<file path="src/rtl/cpu_ctrl_pkg.sv">
// Shared encodings for the run controller: FSM states, host command codes, SYSTEM opcode.
// No logic. Constants only.
// No flow control. Constants only.
package cpu_ctrl_pkg;

    typedef enum logic [2:0] {
        IDLE = 3'd0,
        LOAD = 3'd1,
        RUN  = 3'd2,
        STEP = 3'd3,
        HALT = 3'd4
    } state_t;

    localparam logic [1:0] CMD_LOAD = 2'b00;
    localparam logic [1:0] CMD_RUN  = 2'b01;
    localparam logic [1:0] CMD_STEP = 2'b10;
    localparam logic [1:0] CMD_HALT = 2'b11;

    localparam logic [6:0] OPC_SYSTEM = 7'b1110011;

endpackage

</file>
<file path="src/rtl/imem_loader.sv">
// Streams program words into instruction memory through a registered write port.
// Latency: a word accepted on edge N is written (imem_we=1) in the cycle after edge N.
// Backpressure: load_ready is low outside LOAD and while the final word's write is in flight.
module imem_loader #(
    parameter int IMEM_AW = 8
) (
    input  logic               clk,
    input  logic               reset,
    input  logic               start,
    input  logic               en,
    input  logic               load_valid,
    input  logic [31:0]        load_data,
    input  logic               load_last,
    output logic               load_ready,
    output logic               imem_we,
    output logic [IMEM_AW-1:0] imem_waddr,
    output logic [31:0]        imem_wdata,
    output logic               done
);

    logic [IMEM_AW-1:0] idx;
    logic               fire;

    assign load_ready = en && !done;
    assign fire       = load_valid && load_ready;

    always_ff @(posedge clk or negedge reset) begin
        if (!reset) begin
            idx        <= '0;
            imem_we    <= 1'b0;
            imem_waddr <= '0;
            imem_wdata <= '0;
            done       <= 1'b0;
        end else begin
            imem_we <= fire;
            // done marks the cycle in which the last word's write is on the port
            done    <= fire && load_last;
            if (start) begin
                idx <= '0;
            end else if (fire) begin
                idx <= idx + IMEM_AW'(1);
            end
            if (fire) begin
                imem_waddr <= idx;
                imem_wdata <= load_data;
            end
        end
    end

endmodule

</file>
<file path="src/rtl/cpu_run_ctrl.sv">
// Run controller: loads the program, then runs/steps/halts the core via cpu_en; watchdog under RUN_TIMEOUT_EN.
// Latency: commands take effect on the edge they are accepted; cpu_en follows opcode combinationally.
// Backpressure: cmd_ready low in LOAD and STEP; load_ready high only while loading.
module cpu_run_ctrl #(
    parameter int IMEM_AW    = 8,
    parameter int CNT_W      = 32,
    parameter int MAX_CYCLES = 1000000
) (
    input  logic               clk,
    input  logic               reset,
    input  logic               cmd_valid,
    input  logic [1:0]         cmd_op,
    output logic               cmd_ready,
    input  logic               load_valid,
    input  logic [31:0]        load_data,
    input  logic               load_last,
    output logic               load_ready,
    output logic               imem_we,
    output logic [IMEM_AW-1:0] imem_waddr,
    output logic [31:0]        imem_wdata,
    input  logic [6:0]         opcode,
    output logic               cpu_en,
    output logic               cpu_rst_n,
    output logic               halted,
    output logic [2:0]         state,
    output logic [CNT_W-1:0]   cycle_count,
    output logic               timeout
);
    import cpu_ctrl_pkg::*;

    state_t st;
    logic   first_cycle;
    logic   cmd_fire;
    logic   fresh_start;
    logic   load_start;
    logic   halt_req;
    logic   load_done;
    logic   wd_fire;

    assign state       = st;
    assign cmd_ready   = (st == IDLE) || (st == RUN) || (st == HALT);
    assign cmd_fire    = cmd_valid && cmd_ready;
    assign fresh_start = cmd_fire && (st == IDLE) && ((cmd_op == CMD_RUN) || (cmd_op == CMD_STEP));
    assign load_start  = cmd_fire && ((st == IDLE) || (st == HALT)) && (cmd_op == CMD_LOAD);

    // Resuming from HALT lets the instruction under the PC commit even if it is the ecall
    assign cpu_en   = (st == STEP) || ((st == RUN) && ((opcode != OPC_SYSTEM) || first_cycle));
    assign halt_req = (st == RUN) && (((opcode == OPC_SYSTEM) && !first_cycle)
                                      || (cmd_fire && (cmd_op == CMD_HALT)) || wd_fire);

    always_ff @(posedge clk or negedge reset) begin
        if (!reset) begin
            st          <= IDLE;
            cpu_rst_n   <= 1'b0;
            halted      <= 1'b0;
            first_cycle <= 1'b0;
            cycle_count <= '0;
        end else begin
            first_cycle <= 1'b0;
            if (fresh_start) begin
                cycle_count <= '0;
            end else if (cpu_en && (cycle_count != {CNT_W{1'b1}})) begin
                cycle_count <= cycle_count + CNT_W'(1);
            end
            if (load_start) begin
                st        <= LOAD;
                cpu_rst_n <= 1'b0;
                halted    <= 1'b0;
            end else begin
                case (st)
                    IDLE: if (fresh_start) begin
                        cpu_rst_n <= 1'b1;
                        if (cmd_op == CMD_RUN) st <= RUN;
                        else                   st <= STEP;
                    end
                    LOAD: if (load_done) st <= IDLE;
                    RUN: if (halt_req) begin
                        st     <= HALT;
                        halted <= 1'b1;
                    end
                    STEP: begin
                        st     <= HALT;
                        halted <= 1'b1;
                    end
                    HALT: if (cmd_fire && (cmd_op == CMD_RUN)) begin
                        st          <= RUN;
                        halted      <= 1'b0;
                        first_cycle <= 1'b1;
                    end else if (cmd_fire && (cmd_op == CMD_STEP)) begin
                        st     <= STEP;
                        halted <= 1'b0;
                    end
                    default: st <= IDLE;
                endcase
            end
        end
    end

`ifdef RUN_TIMEOUT_EN
    logic timeout_q;

    assign wd_fire = (st == RUN) && cpu_en && (cycle_count == CNT_W'(MAX_CYCLES - 1));
    assign timeout = timeout_q;

    always_ff @(posedge clk or negedge reset) begin
        if (!reset) begin
            timeout_q <= 1'b0;
        end else if (wd_fire) begin
            timeout_q <= 1'b1;
        end else if (fresh_start || load_start) begin
            timeout_q <= 1'b0;
        end
    end
`else
    // MAX_CYCLES only matters when the watchdog is built
    logic unused_max_cycles;
    assign unused_max_cycles = ^MAX_CYCLES;
    assign wd_fire = 1'b0;
    assign timeout = 1'b0;
`endif

    imem_loader #(
        .IMEM_AW (IMEM_AW)
    ) u_loader (
        .clk        (clk),
        .reset      (reset),
        .start      (load_start),
        .en         (st == LOAD),
        .load_valid (load_valid),
        .load_data  (load_data),
        .load_last  (load_last),
        .load_ready (load_ready),
        .imem_we    (imem_we),
        .imem_waddr (imem_waddr),
        .imem_wdata (imem_wdata),
        .done       (load_done)
    );

endmodule

</file>
<file path="config.mk">
export PLATFORM = sky130hd
export DESIGN_NAME = cpu_run_ctrl
export DESIGN_NICKNAME = d
export VERILOG_FILES = /design/src/rtl/cpu_ctrl_pkg.sv /design/src/rtl/imem_loader.sv /design/src/rtl/cpu_run_ctrl.sv
export SDC_FILE = /design/constraint.sdc
export NUM_CORES = 1
export LEC_CHECK = 0
export ABC_CLOCK_PERIOD_IN_PS = 2200
export CORE_UTILIZATION = 47
export CTS_CLUSTER_DIAMETER = 30
export DETAILED_ROUTE_END_ITERATION = 10
export PLACE_DENSITY = 0.77
export SLEW_MARGIN = 10
export SYNTH_ARGS = -nofsm -noshare
export SYNTH_HDL_FRONTEND = slang
export SYNTH_SLANG_ARGS = --single-unit
</file>
<file path="constraint.sdc">
create_clock -name clk -period 2.2 [get_ports clk]
set_input_delay 0.66 -clock clk [delete_from_list [all_inputs] [get_ports clk]]
set_output_delay 0.66 -clock clk [all_outputs]
set_load 0.02 [all_outputs]
</file>
==> flow_summary.yaml, run 1 <==
yosys:
  ys_warn_count: 0
  ys_ff_latch: 88
  yosysUniqueCellTypes: 47
  async_flop_share_pct: 100
  synth_edf_count: 0
  synth_nets: 503
  seq_area_frac_synth_pct: 53.0
  synth_area_sq_mm: 0.00415
  synthCells: 451
  syn_avg_cell_area_sq_um: 9.21
  synth_flop_cell: "dfrtp_1"
drt:
  wl_met2_um: 5400
  wl_met1_um: 4690
  route.top_layer_used: "met4"
  wl_met3_um: 761
  vias_per_cell: 5.45
  drc: 0
  wl_per_cell_um: 15.0
  wirelength_um: 11000
  drtIter0Drc: 191
  first_pass_iters: 4
  ant_nets: 0
  route.vias.total: 3993
power_and_ir_drop:
  switchingPower_mw: 2.27
  p_leak_nw: 2.95
  power_density_mw_per_mm2: 968
  vdd_ir_drop_max_v: 0.000697
  fin_total_pwr_mw: 6.01
  p_clk_share_pct: 17.4
  pwr-share-comb_pct: 44.3
  pwr-share-seq_pct: 38.3
  internal_power_mw: 3.75
  switching_share_pct: 37.7
grt:
  grt_pass1_vias: 3905
  grt_use_total_pct: 25.4
  grt_antenna_before_repair: 0
  grt_max_degree: 51
  grt_pass1_wl_um: 18100
  grt.overflow.total: 0
setup_path:
  worstPathRequired_ns: 1.54
  end_kind: "output pin"
  reg2reg_depth: 8
  rrSetupSlack_ns: 0.07
  cp-startpoint: "opcode[3]"
  critical_path_class: "in2out"
  timing.rr.end: "cycle_count[27]$_DFFE_PN0P_"
  worstPathArrival_ns: 1.54
  start_kind: "input pin"
  crit_fanout: 2
  r2r_start: "cycle_count[1]$_DFFE_PN0P_"
place:
  dp_hpwl_um: 8020
  placedCellCount: 711
  port_buffers: 126
  place.gp.congestion: 0.882
clocking:
  cts_root_buf: "clkbuf_8"
  cts_max_level: 3
  clk_path_buf_depth: 2
  cts_tree: "yes"
  clk_pin_slew_ns: 0.09
  cts_buffers: 9
  ctsHoldBuffers: 0
  clock_sinks: 88
  clk_latency_ns: 0.35
timing:
  slew_viol_final: 0
  fin_crit_sh_pct: 100
  whs_ns: 0.227
  rsz0062_at_grt: "true"
  setup_viol: 0
  hold_violations: 0
  period_minus_slack_ns: 2.20
  fin_tns_setup_ns: 0
  fmax_ghz: 0.455
  fin_worst_skew_ns: 0.00780
layout:
  layout_commonest_cell: "nand2_1"
  mostFrequentLayoutCells: "nand2_1 (155), clkdlybuf4s50_1 (113), dfrtp_1 (85)"
  drive_gt1_share_pct: 15.3
  num_antenna_cells: 0
  multi_input_area_sq_mm: 0.00196
  nets: 674
  area_growth_pct: 49.5
  fillers: 611
  regArea_sq_mm: 0.00221
  final_cell_count_no_fill: 732
floorplanning:
  dieHeight_um: 96.0
  dieArea_sq_mm: 0.00922
  core_area_sq_mm: 0.00838
  ioPinCount: 128
  row_count: 33
  die_w_um: 96.0
  initial_core_util_pct: 49.6
job:
  max_cap_viol_count: 0
min_path:
  hold_path_class: "in2async"
run_status:
  outcome: "completed"
worst max path at each step:
stage / end / slack [ns]
after global placement: cpu_en / -0.84
after detailed placement: cpu_en / -0.86
after CTS: cpu_en / -0.008
final: cpu_en / 0.0005
after global routing: cpu_en / -0.04
after floorplan: cycle_count[29]$_DFFE_PN0P_ / 0.004
power groups by stage:
stage | Combinational, mW | Clock (mW) | Sequential (mW)
after floorplan | 0.827 | 0 | 2.76
after global placement | 2.58 | 0 | 2.30
after detailed placement | 2.64 | 0 | 2.32
after CTS | 2.65 | 1.06 | 2.30
after global routing | 2.89 | 1.13 | 2.36
final | 2.66 | 1.05 | 2.30
per-stage QoR:
stage                     util [%]  instance area, sq um  setup slack [ns]
final                         74.1                  6210          0.000514
after global routing          74.1                  6210           -0.0365
after CTS                     72.9                  6110          -0.00771
after detailed placement      70.4                  5900            -0.859
after global placement        70.4                  5900            -0.844
after floorplan                  -                  4190           0.00394
state kept, by name, summed over array words and instances (netlist names):
name and flops:
u_loader.imem_waddr 8, u_loader.imem_we 1, halted 1, first_cycle 1
u_loader.done 1, u_loader.idx 8, cpu_rst_n 1, state 3
cycle_count 32, u_loader.imem_wdata 32
per-layer routing:
metal  global-route usage [%]  vias up
met5                        0        -
met4                     9.45        0
met3                     6.16       16
met2                     41.8      131
met1                     32.5     1951
li1                         -     1895
timing repair:
item,in CTS,in global routing
gates resized for setup,32,23
buffers inserted,2,3
endpoints found under the setup margin,16,10
pin swaps,3,9
cell families (layout without fill, tap and decap cells):
| logic type | count (synthesis) | count (layout) | share of synthesized area [%] |
|---|---|---|---|
| buffers and inverters | 25 | 201 | 2.68 |
| muxes | 8 | 8 | 1.93 |
| xor gates and xnor gates | 14 | 14 | 2.95 |
| and+or+nand+nor | 260 | 260 | 29.2 |
| other | 1 | 1 | 0.0903 |
| DFF | 88 | 88 | 53.0 |
| adders and majority gates | 6 | 6 | 1.81 |
| AOI/OAI and AO/OA | 49 | 49 | 8.34 |
critical path, cell delays in order:
cell	delay (ns)
buf_6	0.10
nor4bb_4	0.31
a31o_4	0.22
clkinvlp_4	0.11
buf_6	0.14
layout make-up:
class                           count  share of cell area, %
Tap cell                          105                   2.12
Inverter                            7                  0.483
Multi-Input combinational cell    338                   31.5
Sequential cell                    88                   35.5
Clock inverter                      4                  0.463
Timing Repair Buffer              178                   27.4
Clock buffer                       12                   2.50
synthesized netlist by cell type, drive strengths merged (7+ instances only):
library cell  count  area share (%)
a21oi            15             1.8
buf              10             1.3
clkbuf            8            0.72
dfrtp            88              53
inv               7            0.63
mux2i             8             1.9
nand2           155              14
nand2b            8             1.2
nand3            19             2.4
nand4            14             2.1
nor2             24             2.2
nor4              7             1.4
o31ai            10             1.8
or4               8             1.4
xnor2             7             1.5
xor2              7             1.5
(Power assumes the default switching activity.)
==> run 2, diff against run 1 <==
--- a/config.mk
+++ b/config.mk
@@ -6,10 +6,11 @@
 export NUM_CORES = 1
 export LEC_CHECK = 0
 export ABC_CLOCK_PERIOD_IN_PS = 2200
+export CAP_MARGIN = 40
 export CORE_UTILIZATION = 47
 export CTS_CLUSTER_DIAMETER = 30
 export DETAILED_ROUTE_END_ITERATION = 10
-export PLACE_DENSITY = 0.77
+export PLACE_DENSITY = 0.9
 export SLEW_MARGIN = 10
 export SYNTH_ARGS = -nofsm -noshare
 export SYNTH_HDL_FRONTEND = slang
==> flow_summary.yaml, run 2 (synthesized netlist as in run 1, its figures left out) <==
drt:
  drc: 0
  vias_per_cell: 5.56
  wirelength_um: 11700
  ant_nets: 0
  first_pass_iters: 5
  wl_per_cell_um: 15.8
  route.vias.total: 4129
  drtIter0Drc: 193
min_path:
  hold_path_class: "in2async"
power_and_ir_drop:
  internal_power_mw: 3.65
  p_clk_share_pct: 16.7
  p_leak_nw: 3.07
  pwr-share-seq_pct: 38.4
  vdd_ir_drop_max_v: 0.000720
  switching_share_pct: 38.7
  switchingPower_mw: 2.30
  power_density_mw_per_mm2: 958
  pwr-share-comb_pct: 44.9
clocking:
  clk_latency_ns: 0.34
  ctsHoldBuffers: 0
  cts_buffers: 9
  clk_pin_slew_ns: 0.10
  cts_max_level: 3
  clk_path_buf_depth: 2
  cts_tree: "yes"
  clock_sinks: 88
  cts_root_buf: "clkbuf_8"
timing:
  worst-slew-pin-transition_ns: 0.492
  slew_viol_final: 0
  period_minus_slack_ns: 2.18
  rsz0062_at_grt: "true"
  fmax_ghz: 0.459
  fin_crit_sh_pct: 99.1
  setup_viol: 0
  hold_violations: 0
  fin_ws_ns: 0.0192
  fin_worst_skew_ns: 0.0132
  relSlewSlack_pct: 66.9
setup_path:
  timing.rr.end: "cycle_count[21]$_DFFE_PN0P_"
  worstPathRequired_ns: 1.54
  end_kind: "output pin"
  rrSetupSlack_ns: 0.07
  worstPathArrival_ns: 1.52
  reg2reg_depth: 5
  crit_buf_inv: 3
  crit_fanout: 2
  start_kind: "input pin"
  path_cells: "dlygate4sd2_1 -> and4b_1 -> a31o_2 -> clkinvlp_4 -> buf_6"
  r2r_start: "cycle_count[9]$_DFFE_PN0P_"
  cp_slowest_cell: "a31o_2"
  cpPeakStageDelay_ns: 0.27
  critical_path_class: "in2out"
  crit_family: "buffers and inverters"
grt:
  grt_pass1_wl_um: 19000
  grt_use_total_pct: 26.8
  grt_pass1_vias: 4039
  grt.overflow.total: 0
  grt_antenna_before_repair: 0
  grt_max_degree: 42
place:
  dp_worst_setup_slack_ns: -0.841
  dp_hpwl_um: 8640
  place.gp.congestion: 0.926
  port_buffers: 126
floorplanning:
  dieHeight_um: 96.0
  core_area_sq_mm: 0.00838
  die_w_um: 96.0
  dieArea_sq_mm: 0.00922
  initial_core_util_pct: 49.6
  row_count: 33
  ioPinCount: 128
layout:
  num_antenna_cells: 0
  drive_gt1_share_pct: 16.0
  top_regs: "cycle_count (32), u_loader.imem_wdata (32)"
  area_growth_pct: 49.6
  layout_commonest_cell: "nand2_1"
  mostFrequentLayoutCells: "nand2_1 (155), clkdlybuf4s50_1 (107), dfrtp_1 (87)"
  postLayoutCoreUtil_pct: 74.1
  nets: 685
run_status:
  outcome: "completed"
job:
  max_cap_viol_count: 0
==> run 2: cell types whose count changed in the layout (fill, tap and decap cells not counted), sizes merged <==
| cell | delta |
|---|---|
| dlymetal6s2s | +4 |
| clkinv | +4 |
| clkdlybuf4s15 | -2 |
| dlygate4sd2 | +3 |
| buf | +11 |
| clkbuf | -2 |
| clkdlybuf4s50 | -6 |
| clkinvlp | -1 |
==> run 2: stage by stage <==
stage                     instance area, sq um  power [mW]  std cells  hold slack, ns   TNS, ns
after floorplan                           4190        3.59        451           0.364         0
after global placement                    5950        4.88        721           0.457     -9.68
after detailed placement                  5950        5.00        721           0.461    -12.18
after CTS                                 6150        5.99        740           0.184  -0.00141
after global routing                      6210        6.30        743           0.188   -0.0732
final                                     6210        5.95        743           0.192         0
==> run 2: timing repair <==
action,CTS,global route
pin swaps,3,8
buffers inserted,3,3
endpoints found under the setup margin,18,24
resized for setup,31,18
==> run 2: how the worst max path moves through the flow <==
stage,start,to,cells after the start
after floorplan,opcode[4],cycle_count[29]$_DFFE_PN0P_,6
after global placement,opcode[0],cpu_en,5
after detailed placement,opcode[0],cpu_en,5
after CTS,opcode[5],cpu_en,5
after global routing,cycle_count[9]$_DFFE_PN0P_,cycle_count[21]$_DFFE_PN0P_,5
final,opcode[6],cpu_en,5
==> run 2: layout make-up <==
| class | count | area [sq um] |
|---|---|---|
| Sequential cell | 88 | 2200 |
| Tap cell | 105 | 131 |
| Clock buffer | 9 | 124 |
| Clock inverter | 7 | 48.8 |
| Inverter | 7 | 30.0 |
| Multi-Input combinational cell | 338 | 1920 |
| Fill cell | 598 | 2170 |
| Timing Repair Buffer | 189 | 1760 |
==> run 2: per-layer routing <==
| metal | global-route usage (%) | vias up | wire length [um] |
|---|---|---|---|
| li1 | - | 1917 | - |
| met1 | 33.6 | 1984 | 4650 |
| met2 | 45.7 | 193 | 5850 |
| met3 | 6.71 | 35 | 954 |
| met4 | 7.84 | 0 | 268 |
| met5 | 0 | - | 0 |
==> run 2: power by group through the flow <==
stage,Sequential [mW],Clock [mW],Combinational [mW]
floorplan,2.76,0,0.827
global placement,2.28,0,2.60
detailed placement,2.31,0,2.69
CTS,2.29,1.02,2.68
global route,2.33,1.09,2.89
finish,2.29,0.995,2.68
==> run 3, diff against run 2 <==
--- a/config.mk
+++ b/config.mk
@@ -10,7 +10,9 @@
 export CORE_UTILIZATION = 47
 export CTS_CLUSTER_DIAMETER = 30
 export DETAILED_ROUTE_END_ITERATION = 10
+export GPL_TIMING_DRIVEN = 1
 export PLACE_DENSITY = 0.9
+export SKIP_CTS_REPAIR_TIMING = 1
 export SLEW_MARGIN = 10
 export SYNTH_ARGS = -nofsm -noshare
 export SYNTH_HDL_FRONTEND = slang
==> flow_summary.yaml, run 3 (synthesized netlist as in run 1, its figures left out) <==
run_status:
  outcome: "finished with violations"
  violations: "negative setup slack"
min_path:
  hold_path_class: "in2async"
place:
  dp_hpwl_um: 8640
  placedCellCount: 721
  place.gp.congestion: 0.926
  port_buffers: 126
  place_area_sq_mm: 0.00595
  dp_worst_setup_slack_ns: -0.841
clocking:
  clk_pin_slew_ns: 0.09
  cts_tree: "yes"
  cts_root_buf: "clkbuf_8"
  cts_max_level: 3
  clk_latency_ns: 0.35
  cts_buffers: 9
  clock_sinks: 88
  clk_path_buf_depth: 2
floorplanning:
  die_w_um: 96.0
  core_area_sq_mm: 0.00838
  dieArea_sq_mm: 0.00922
  ioPinCount: 128
  initial_core_util_pct: 49.6
  row_count: 33
  dieHeight_um: 96.0
power_and_ir_drop:
  power_density_mw_per_mm2: 959
  p_clk_share_pct: 16.8
  p_leak_nw: 3.16
  vdd_ir_drop_max_v: 0.000728
  switching_share_pct: 38.7
  pwr-share-comb_pct: 45.2
  pwr-share-seq_pct: 38.0
  internal_power_mw: 3.68
  switchingPower_mw: 2.33
timing:
  fin_ws_ns: -0.00364
  period_minus_slack_ns: 2.20
  rsz0062_at_grt: "true"
  hold_violations: 0
  fmax_ghz: 0.454
  fin_worst_skew_ns: 0.0162
  worst-slew-pin-transition_ns: 0.517
  fin_tns_setup_ns: -0.00364
  fin_crit_sh_pct: 100
  relSlewSlack_pct: 65.2
  slew_viol_final: 0
  setup_viol: 1
drt:
  wirelength_um: 11900
  ant_nets: 0
  wl_per_cell_um: 16.0
  drtIter0Drc: 197
  vias_per_cell: 5.57
  drc: 0
  route.vias.total: 4128
  first_pass_iters: 5
setup_path:
  cp_slowest_cell: "nor4bb_4"
  timing.rr.end: "cycle_count[21]$_DFFE_PN0P_"
  start_kind: "input pin"
  crit_fanout: 2
  r2r_start: "cycle_count[8]$_DFFE_PN0P_"
  crit_end: "cpu_en"
  worstPathArrival_ns: 1.54
  critical_path_class: "in2out"
  cpPeakStageDelay_ns: 0.30
  end_kind: "output pin"
  worstPathRequired_ns: 1.54
  reg2reg_depth: 5
  path_cells: "clkbuf_2 -> nor4bb_4 -> a31o_2 -> clkinvlp_4 -> buf_6"
  cp-startpoint: "opcode[2]"
  rrSetupSlack_ns: 0.09
layout:
  fin_area_sq_mm: 0.00627
  mostFrequentLayoutCells: "nand2_1 (155), clkdlybuf4s50_1 (106), dfrtp_1 (87)"
  drive_gt1_share_pct: 15.7
  nets: 683
  final_cell_count_no_fill: 741
  postLayoutCoreUtil_pct: 74.8
  area_growth_pct: 50.9
  fillers: 586
  layout_commonest_cell: "nand2_1"
  num_antenna_cells: 0
  top_regs: "cycle_count (32), u_loader.imem_wdata (32)"
  multi_input_area_sq_mm: 0.00195
  regArea_sq_mm: 0.00220
grt:
  grt_max_degree: 42
  grt_pass1_vias: 4034
  grt_pass1_wl_um: 18800
  grt_antenna_before_repair: 0
  grt_use_total_pct: 26.6
  grt.overflow.total: 0
job:
  max_cap_viol_count: 0
[run 3: cell types whose count changed in the layout (fill, tap and decap cells not counted), moves of 2 or more]
cell | previous run | this run
buf_2 | 2 | 0
buf_4 | 62 | 57
clkdlybuf4s15_1 | 2 | 0
dlygate4sd2_1 | 4 | 0
dlymetal6s2s_1 | 6 | 16
[run 3: power by group through the flow]
stage | sequential, mW | clock, mW | combinational [mW]
after floorplan | 2.76 | 0 | 0.827
after global placement | 2.28 | 0 | 2.60
after detailed placement | 2.31 | 0 | 2.69
after CTS | 2.29 | 1.02 | 2.70
after global routing | 2.33 | 1.09 | 2.93
final | 2.28 | 1.01 | 2.71
[run 3: final cells by class]
cell class / count / area share [%]
sequential: 88 / 35.2
multi-input combinational: 338 / 31.0
timing repair buffer: 187 / 28.5
tap: 105 / 2.10
clock buffer: 9 / 1.98
clock inverter: 7 / 0.779
inverter: 7 / 0.479
[run 3: metal layers]
layer	routed length [um]	track usage (%)	up-vias
met5	0	0	-
li1	-	-	1910
met1	4790	33.3	2005
met2	5970	45.3	192
met3	938	7.11	21
met4	167	7.09	0
[run 3: how the worst min path moves through the flow]
stage	from	to
6_report	reset	halted$_DFFE_PN0P_
5_1_grt	reset	u_loader.idx[1]$_DFFE_PN0P_
4_1_cts	reset	u_loader.idx[1]$_DFFE_PN0P_
3_5_place_dp	u_loader.imem_waddr[7]$_DFFE_PN0P_	u_loader.imem_waddr[7]$_DFFE_PN0P_
3_3_place_gp	u_loader.imem_wdata[30]$_DFFE_PN0P_	u_loader.imem_wdata[30]$_DFFE_PN0P_
2_1_floorplan	reset	cpu_rst_n$_DFFE_PN0P_
[run 3: critical path: cells and delay by family]
| kind | cells | cell delay [ns] |
|---|---|---|
| buffers and inverters | 3 | 0.34 |
| AO/OA/AOI/OAI | 1 | 0.24 |
| AND/OR/NAND/NOR | 1 | 0.30 |
[run 3: metrics by stage]
step                      total power [mW]  hold slack (ns)
after global placement                4.88            0.457
after detailed placement              5.00            0.461
final                                 6.01            0.189
after CTS                             6.01            0.184
after floorplan                       3.59            0.364
after global routing                  6.35            0.186
